--- src/rtl/vga_window_timing_gen.sv ---
// Parametrised VGA timing generator with a framed image window and a movable square sprite.
// Define VGA_SPRITE_EN to build the sprite path; without it the sprite inputs are ignored.
module vga_window_timing_gen #(
    parameter int H_ACTIVE = 640,
    parameter int H_FP     = 16,
    parameter int H_SYNC   = 96,
    parameter int H_BP     = 48,
    parameter int V_ACTIVE = 480,
    parameter int V_FP     = 10,
    parameter int V_SYNC   = 2,
    parameter int V_BP     = 33,
    parameter bit SYNC_POL = 1'b0,
    parameter int WIN_X0   = 240,
    parameter int WIN_Y0   = 141,
    parameter int WIN_W    = 256,
    parameter int WIN_H    = 256,
    parameter int SPR_SIZE = 32,
    parameter int RGB_W    = 3,
    parameter int CNT_W    = 10
) (
    input  logic             clk_i,
    input  logic             rst_i,
    input  logic             pix_en_i,
    input  logic [RGB_W-1:0] frame_color_i,
    input  logic [RGB_W-1:0] pix_rgb_i,
    input  logic [7:0]       spr_x_i,
    input  logic [7:0]       spr_y_i,
    input  logic [RGB_W-1:0] spr_color_i,
    output logic [7:0]       pix_x_o,
    output logic [7:0]       pix_y_o,
    output logic [RGB_W-1:0] rgb_o,
    output logic             hsync_o,
    output logic             vsync_o,
    output logic             de_o,
    output logic             frame_start_o,
    output logic [CNT_W-1:0] hcount_o,
    output logic [CNT_W-1:0] vcount_o
);

    localparam int H_TOTAL = H_ACTIVE + H_FP + H_SYNC + H_BP;
    localparam int V_TOTAL = V_ACTIVE + V_FP + V_SYNC + V_BP;

    localparam logic [CNT_W-1:0] H_LAST_C = CNT_W'(H_TOTAL - 1);
    localparam logic [CNT_W-1:0] V_LAST_C = CNT_W'(V_TOTAL - 1);
    localparam logic [CNT_W-1:0] H_ACT_C  = CNT_W'(H_ACTIVE);
    localparam logic [CNT_W-1:0] V_ACT_C  = CNT_W'(V_ACTIVE);
    localparam logic [CNT_W-1:0] HS_BEG_C = CNT_W'(H_ACTIVE + H_FP);
    localparam logic [CNT_W-1:0] HS_END_C = CNT_W'(H_ACTIVE + H_FP + H_SYNC);
    localparam logic [CNT_W-1:0] VS_BEG_C = CNT_W'(V_ACTIVE + V_FP);
    localparam logic [CNT_W-1:0] VS_END_C = CNT_W'(V_ACTIVE + V_FP + V_SYNC);
    localparam logic [CNT_W-1:0] WX0_C    = CNT_W'(WIN_X0);
    localparam logic [CNT_W-1:0] WX1_C    = CNT_W'(WIN_X0 + WIN_W);
    localparam logic [CNT_W-1:0] WY0_C    = CNT_W'(WIN_Y0);
    localparam logic [CNT_W-1:0] WY1_C    = CNT_W'(WIN_Y0 + WIN_H);
    localparam logic [8:0]       SPR_LAST_C = 9'(SPR_SIZE - 1);

    logic [CNT_W-1:0] hcnt_q, hcnt_d;
    logic [CNT_W-1:0] vcnt_q, vcnt_d;

    logic act_s, win_s, spr_s, hs_s, vs_s, fs_s;

    logic act1_q, win1_q, spr1_q, hs1_q, vs1_q, fs1_q;

    logic [RGB_W-1:0] rgb_q, rgb_d;
    logic             hs2_q, vs2_q, de2_q, fs2_q;

    // Raster counters: horizontal wraps at end of line and steps the vertical count.
    always_comb begin
        hcnt_d = hcnt_q;
        vcnt_d = vcnt_q;
        if (pix_en_i) begin
            if (hcnt_q == H_LAST_C) begin
                hcnt_d = '0;
                if (vcnt_q == V_LAST_C) begin
                    vcnt_d = '0;
                end else begin
                    vcnt_d = vcnt_q + 1'b1;
                end
            end else begin
                hcnt_d = hcnt_q + 1'b1;
            end
        end else begin
            hcnt_d = hcnt_q;
        end
    end

    // Counter state register.
    always_ff @(posedge clk_i or posedge rst_i) begin
        if (rst_i) begin
            hcnt_q <= '0;
            vcnt_q <= '0;
        end else begin
            hcnt_q <= hcnt_d;
            vcnt_q <= vcnt_d;
        end
    end

    assign act_s   = (hcnt_q < H_ACT_C) && (vcnt_q < V_ACT_C);
    assign hs_s    = (hcnt_q >= HS_BEG_C) && (hcnt_q < HS_END_C);
    assign vs_s    = (vcnt_q >= VS_BEG_C) && (vcnt_q < VS_END_C);
    assign win_s   = (hcnt_q >= WX0_C) && (hcnt_q < WX1_C) &&
                     (vcnt_q >= WY0_C) && (vcnt_q < WY1_C);
    assign fs_s    = (hcnt_q == '0) && (vcnt_q == '0);
    assign pix_x_o = 8'(hcnt_q - WX0_C);
    assign pix_y_o = 8'(vcnt_q - WY0_C);

`ifdef VGA_SPRITE_EN
    logic [7:0] spr_x_q, spr_x_d;
    logic [7:0] spr_y_q, spr_y_d;

    // Sprite position is only taken at the top-left pixel so a frame never tears.
    always_comb begin
        spr_x_d = spr_x_q;
        spr_y_d = spr_y_q;
        if (pix_en_i && fs_s) begin
            spr_x_d = spr_x_i;
            spr_y_d = spr_y_i;
        end else begin
            spr_x_d = spr_x_q;
            spr_y_d = spr_y_q;
        end
    end

    // Sprite shadow registers.
    always_ff @(posedge clk_i or posedge rst_i) begin
        if (rst_i) begin
            spr_x_q <= 8'd0;
            spr_y_q <= 8'd0;
        end else begin
            spr_x_q <= spr_x_d;
            spr_y_q <= spr_y_d;
        end
    end

    // Nine-bit bounds so a sprite past the window edge clips instead of wrapping to column 0.
    assign spr_s = win_s &&
                   ({1'b0, pix_x_o} >= {1'b0, spr_x_q}) &&
                   ({1'b0, pix_x_o} <= ({1'b0, spr_x_q} + SPR_LAST_C)) &&
                   ({1'b0, pix_y_o} >= {1'b0, spr_y_q}) &&
                   ({1'b0, pix_y_o} <= ({1'b0, spr_y_q} + SPR_LAST_C));
`else
    logic unused_spr_s;
    assign unused_spr_s = ^{spr_x_i, spr_y_i};
    assign spr_s        = 1'b0;
`endif

    // Stage 1: region flags, aligned with the image pixel returned by the memory.
    always_ff @(posedge clk_i or posedge rst_i) begin
        if (rst_i) begin
            act1_q <= 1'b0;
            win1_q <= 1'b0;
            spr1_q <= 1'b0;
            hs1_q  <= ~SYNC_POL;
            vs1_q  <= ~SYNC_POL;
            fs1_q  <= 1'b0;
        end else if (pix_en_i) begin
            act1_q <= act_s;
            win1_q <= win_s;
            spr1_q <= spr_s;
            hs1_q  <= hs_s ? SYNC_POL : ~SYNC_POL;
            vs1_q  <= vs_s ? SYNC_POL : ~SYNC_POL;
            fs1_q  <= fs_s;
        end
    end

    // Colour priority: blanking, sprite, image, frame.
    always_comb begin
        rgb_d = '0;
        if (!act1_q) begin
            rgb_d = '0;
        end else if (spr1_q) begin
            rgb_d = spr_color_i;
        end else if (win1_q) begin
            rgb_d = pix_rgb_i;
        end else begin
            rgb_d = frame_color_i;
        end
    end

    // Stage 2: registered pin outputs.
    always_ff @(posedge clk_i or posedge rst_i) begin
        if (rst_i) begin
            rgb_q <= '0;
            hs2_q <= ~SYNC_POL;
            vs2_q <= ~SYNC_POL;
            de2_q <= 1'b0;
            fs2_q <= 1'b0;
        end else if (pix_en_i) begin
            rgb_q <= rgb_d;
            hs2_q <= hs1_q;
            vs2_q <= vs1_q;
            de2_q <= act1_q;
            fs2_q <= fs1_q;
        end
    end

    assign rgb_o         = rgb_q;
    assign hsync_o       = hs2_q;
    assign vsync_o       = vs2_q;
    assign de_o          = de2_q;
    assign frame_start_o = fs2_q;
    assign hcount_o      = hcnt_q;
    assign vcount_o      = vcnt_q;

endmodule
--- config.mk ---
export PLATFORM = sky130hd
export DESIGN_NAME = vga_window_timing_gen
export DESIGN_NICKNAME = d
export VERILOG_FILES = /design/src/rtl/vga_window_timing_gen.sv
export SDC_FILE = /design/constraint.sdc
export NUM_CORES = 1
export LEC_CHECK = 0
export ABC_AREA = 1
export BUFFER_PORTS_ARGS = -buffer_cell sky130_fd_sc_hd__buf_4
export CAP_MARGIN = 20
export CORE_AREA = 2 2 73 102
export DETAILED_ROUTE_END_ITERATION = 8
export DIE_AREA = 0 0 75 104
export PLACE_DENSITY_LB_ADDON = 0.05
export SYNTH_ARGS = -nofsm -noshare
export SYNTH_HDL_FRONTEND = slang
export SYNTH_SLANG_ARGS = --single-unit
export TNS_END_PERCENT = 10
--- constraint.sdc ---
create_clock -name clk_i -period 3.3 [get_ports clk_i]
set_input_delay 0.66 -clock clk_i [delete_from_list [all_inputs] [get_ports clk_i]]
set_output_delay 0.66 -clock clk_i [all_outputs]
set_load 0.1 [all_outputs]
# Word level (Yosys, flattened, before mapping)
# Index checks and enable logic that the tools add are counted.
# classes
addsub	4
magnitude_cmp	10
eq_ne	2
n_mux	6
reduce_logical	10
# ops
op	n
less-than comparator 10 x 9 -> 1 bit (second input constant)	4
adder 10 x 1 -> 10 bit (second input constant)	2
== test 10 bit (second input constant)	2
greater-or-equal comparator 10 x 8 -> 1 bit (second input constant)	2
logical NOT 10 bit	2
less-than comparator 10 bit (second input constant)	2
2-to-1 mux 10 bit	2
subtractor 8 bit (second input constant)	2
greater-or-equal comparator 10 bit (second input constant)	1
greater-or-equal comparator 10 x 9 -> 1 bit (second input constant)	1
logical AND 1 bit	7
2-to-1 mux 3 bit	2
2-to-1 mux 1 bit	2
AND reduction 2 bit	1
# word_totals
reg_bits	32
wordCells	44

# Logic depth before layout (Yosys ltp)
# logic_depth
depth_word	4
ltp_mapped	9
depth_no_buf	9

# Worst setup path before layout
# No wires, ideal clock.
# synth_path
kind	reg-to-output
startpoint	register vcnt_q[0], in the netlist vcount_o[0]
endpoint	output port pix_y_o[6]
arrival_time_ns	3.889
slack_ns	-1.249
stages_incl_launch_ff	6
cell_sequence	dfrtp_1 inv_1 ha_1 nor2_1 nor2_1 xor2_1
# synth_via
elab_chain_cells	1
# synth_rtl
item	line	rtl
start, declared	58	logic [CNT_W-1:0] vcnt_q, vcnt_d;
start signal, assigned	94	vcnt_q <= vcnt_d;
subtractor 8 bit	105	assign pix_y_o = 8'(vcnt_q - WY0_C);
end, declared	30	output logic [7:0] pix_y_o,
# No other way between the ends.

# Worst setup path after layout
# layout_path
startpoint	register vcnt_q[1], in the netlist vcount_o[1]
endpoint	output port pix_y_o[6]
# Same word-level chain as after synthesis.

==> reports/qor.txt <==
Setup-failing EPs final: 0
Max Fclk: 347.7 MHz
vias in the first global route: 1709
crit-path cells: inv_1 -> ha_1 -> nor2_1 -> nor2_1 -> xor2_4 -> buf_4
Max clock buf depth: 2
largest net degree at the start of global routing: 33
flop-to-flop setup slack: 1.47 ns
Critical Path RT: 2.64 ns
M2 GR Usage: 22.87%
Buffers on Ports: 51
Ports: 71
Finished Layout Cells: 406
Synth area leader: dfrtp_1
# rows: 36
VDD IR-drop max: 0.0005376 V
post-DP HPWL: 3841 microns
Final GP Congestion: 0.7290
Mapped Cells: 261
Final Hold Viols: 0
pwr/cell area: 684.5 nW/um^2
Post-synth EDFFs: 0
Async S/R FF share, synth: 100.0%
Reg2Reg Capture Point: win1_q
Max Cap Violations: 0
Routed Antenna Nets: 0
FF+latch count, synth: 32
CTS Root Cell: clkbuf_8
post-CTS sizing: 0
Hold Path Sink: vsync_o
drt initial violations: 89
Yosys warnings: 0
most frequent cell after synthesis: nand2_1
min-delay src: vsync_o
buffer and inverter count on the worst path: 2
Area Growth Syn to Fin: 28.98%
crit path DAT: 2.22 ns
status: completed
Post-Syn Area: 2012 sq um
class of the worst hold path: reg2reg
clock sinks: 32
busiest metal layer after global routing: met2
post-CTS setup buffers: 0
first-pass detailed-route iteration total: 4
clk_lat worst skew: 0.28 ns
dpl cells: 398
Rel. slew slack: 71.19%
Mapped Nets: 298
nets: 347
met3 global-route usage: 3.198%
element type at the critical path start: flip-flop
reg2reg start: vcount_o[0]
Die Span X: 75 microns
Final Cycle Share: 87.15%
full die area: 7800 sq um
Yosys cell types: 34
initial antenna violation count: 0
Slew @ Worst Pin: 0.4321 ns
clk slew on worst S/H paths: 0.07 ns
Post-Route WL: 5067 microns
top-area cell type share of the netlist area: 34.83%
Die H: 104 microns
most used cell, CP: nor2_1
drt wl/cell: 12.48 microns
Max stage delay on crit path: 0.46 ns
Post-synth top flop: dfrtp_1
CTS tree: built
CP max stage cell: dfrtp_1
# DRC: 0
Overflow after GRT: 0
# fillers: 766
post-cts hold buffer count: 0
CP Class: reg2out
vias per cell: 4.362
Worst Hold Depth: 2
area of the core: 6892 sq um
Vias: 1771
FF-to-FF path depth: 8
antenna fix cells: 0
clk_skew: 0.008549 ns
Slew Viols, Final: 0
Mean Syn Cell Area: 7.709 sq um
layout cells sized above 1: 26.37%
Seq/Total Area, Yosys: 40.05%
crit-path max FO: 7
Num CTS Buffers: 5
CP Capture Type: output port
Final Critical Period: 2.876 ns
Lkg Pwr: 1.288 nW
starting density of the core: 29.19%
hold slack final: 0.4597 ns
Top delay family on crit path: simple AND/OR/NAND/NOR gates
H-tree depth: 2
Synth area leaders: dfrtp_1, nand2_1, nor2_1
RSZ-0062 raised after global routing: false
top cells by count, synth: nand2_1, nor2_1, inv_1
GRT Overall Usage: 14.27%
first-pass GRT wire length: 8583 microns
GR Util met1: 19.21%
how the worst max path moves through the flow:
| stage | from | end | slack (ns) | cells after the start |
|---|---|---|---|---|
| after CTS | vcount_o[1] | pix_y_o[6] | 0.38 | 6 |
| after global placement | vcount_o[1] | pix_y_o[6] | 0.71 | 6 |
| after global routing | vcount_o[1] | pix_y_o[6] | 0.26 | 6 |
| after detailed placement | vcount_o[1] | pix_y_o[6] | 0.69 | 6 |
| final | vcount_o[1] | pix_y_o[6] | 0.42 | 6 |
| after floorplan | vcount_o[2] | pix_y_o[7] | -0.45 | 6 |
per-layer routing:
| layer | vias up | share of wire, % |
|---|---|---|
| met1 | 818 | 45 |
| met5 | - | 0 |
| met3 | 5 | 2.9 |
| met2 | 29 | 51 |
| met4 | 0 | 1.0 |
| li1 | 919 | - |
tightest hold or removal path: cells and delay by family, from the launching register on:
family | cells | cell delay, ns
flip-flops | 1 | 0.37
AND/OR/NAND/NOR | 2 | 0.09
area by class of cell:
class / instances / area [sq um] / share of cell area (%)
multi-input cells: 185 / 1052 / 40.55
flip-flops and latches: 32 / 807.0 / 31.10
repair buffers: 52 / 390.4 / 15.04
inverters: 34 / 136.4 / 5.256
well taps: 95 / 118.9 / 4.581
clock buffers: 8 / 90.09 / 3.472
kinds of logic (layout without fill, tap and decap cells):
| logic type | after synthesis | after routing | share of synthesized area [%] |
|---|---|---|---|
| buffers and inverters | 44 | 94 | 10.26 |
| adder cells (fa/ha/maj) | 9 | 9 | 5.597 |
| XOR/XNOR | 13 | 13 | 5.659 |
| flip-flops | 32 | 32 | 40.05 |
| AO/OA/AOI/OAI | 26 | 26 | 7.463 |
| AND/OR/NAND/NOR | 137 | 137 | 30.97 |
cell usage in the layout (no fill, tap or decap), types with 9 or more instances in the layout:
cell,n
nand2_1,61
o21ai_0,12
nor2_1,35
inv_1,30
xor2_1,9
buf_4,52
ha_1,9
nand3_1,18
dfrtp_1,27
report_power, final:
part           switching, mW  internal, mW
Sequential            0.0596         0.436
Combinational          0.794         0.176
Clock                  0.141         0.170
stage by stage:
step	utilization, %	worst slack [ns]	instance area (sq um)	TNS [ns]	total power, mW
after floorplan	-	-0.4469	2069	-1.604	1.321
after global placement	36.35	0.7149	2505	0	1.481
after detailed placement	36.35	0.6916	2505	0	1.482
after CTS	37.65	0.3760	2595	0	1.801
after global routing	37.65	0.2568	2595	0	1.870
final	37.65	0.4240	2595	0	1.776
No activity file was read; power rests on OpenSTA's default activity.
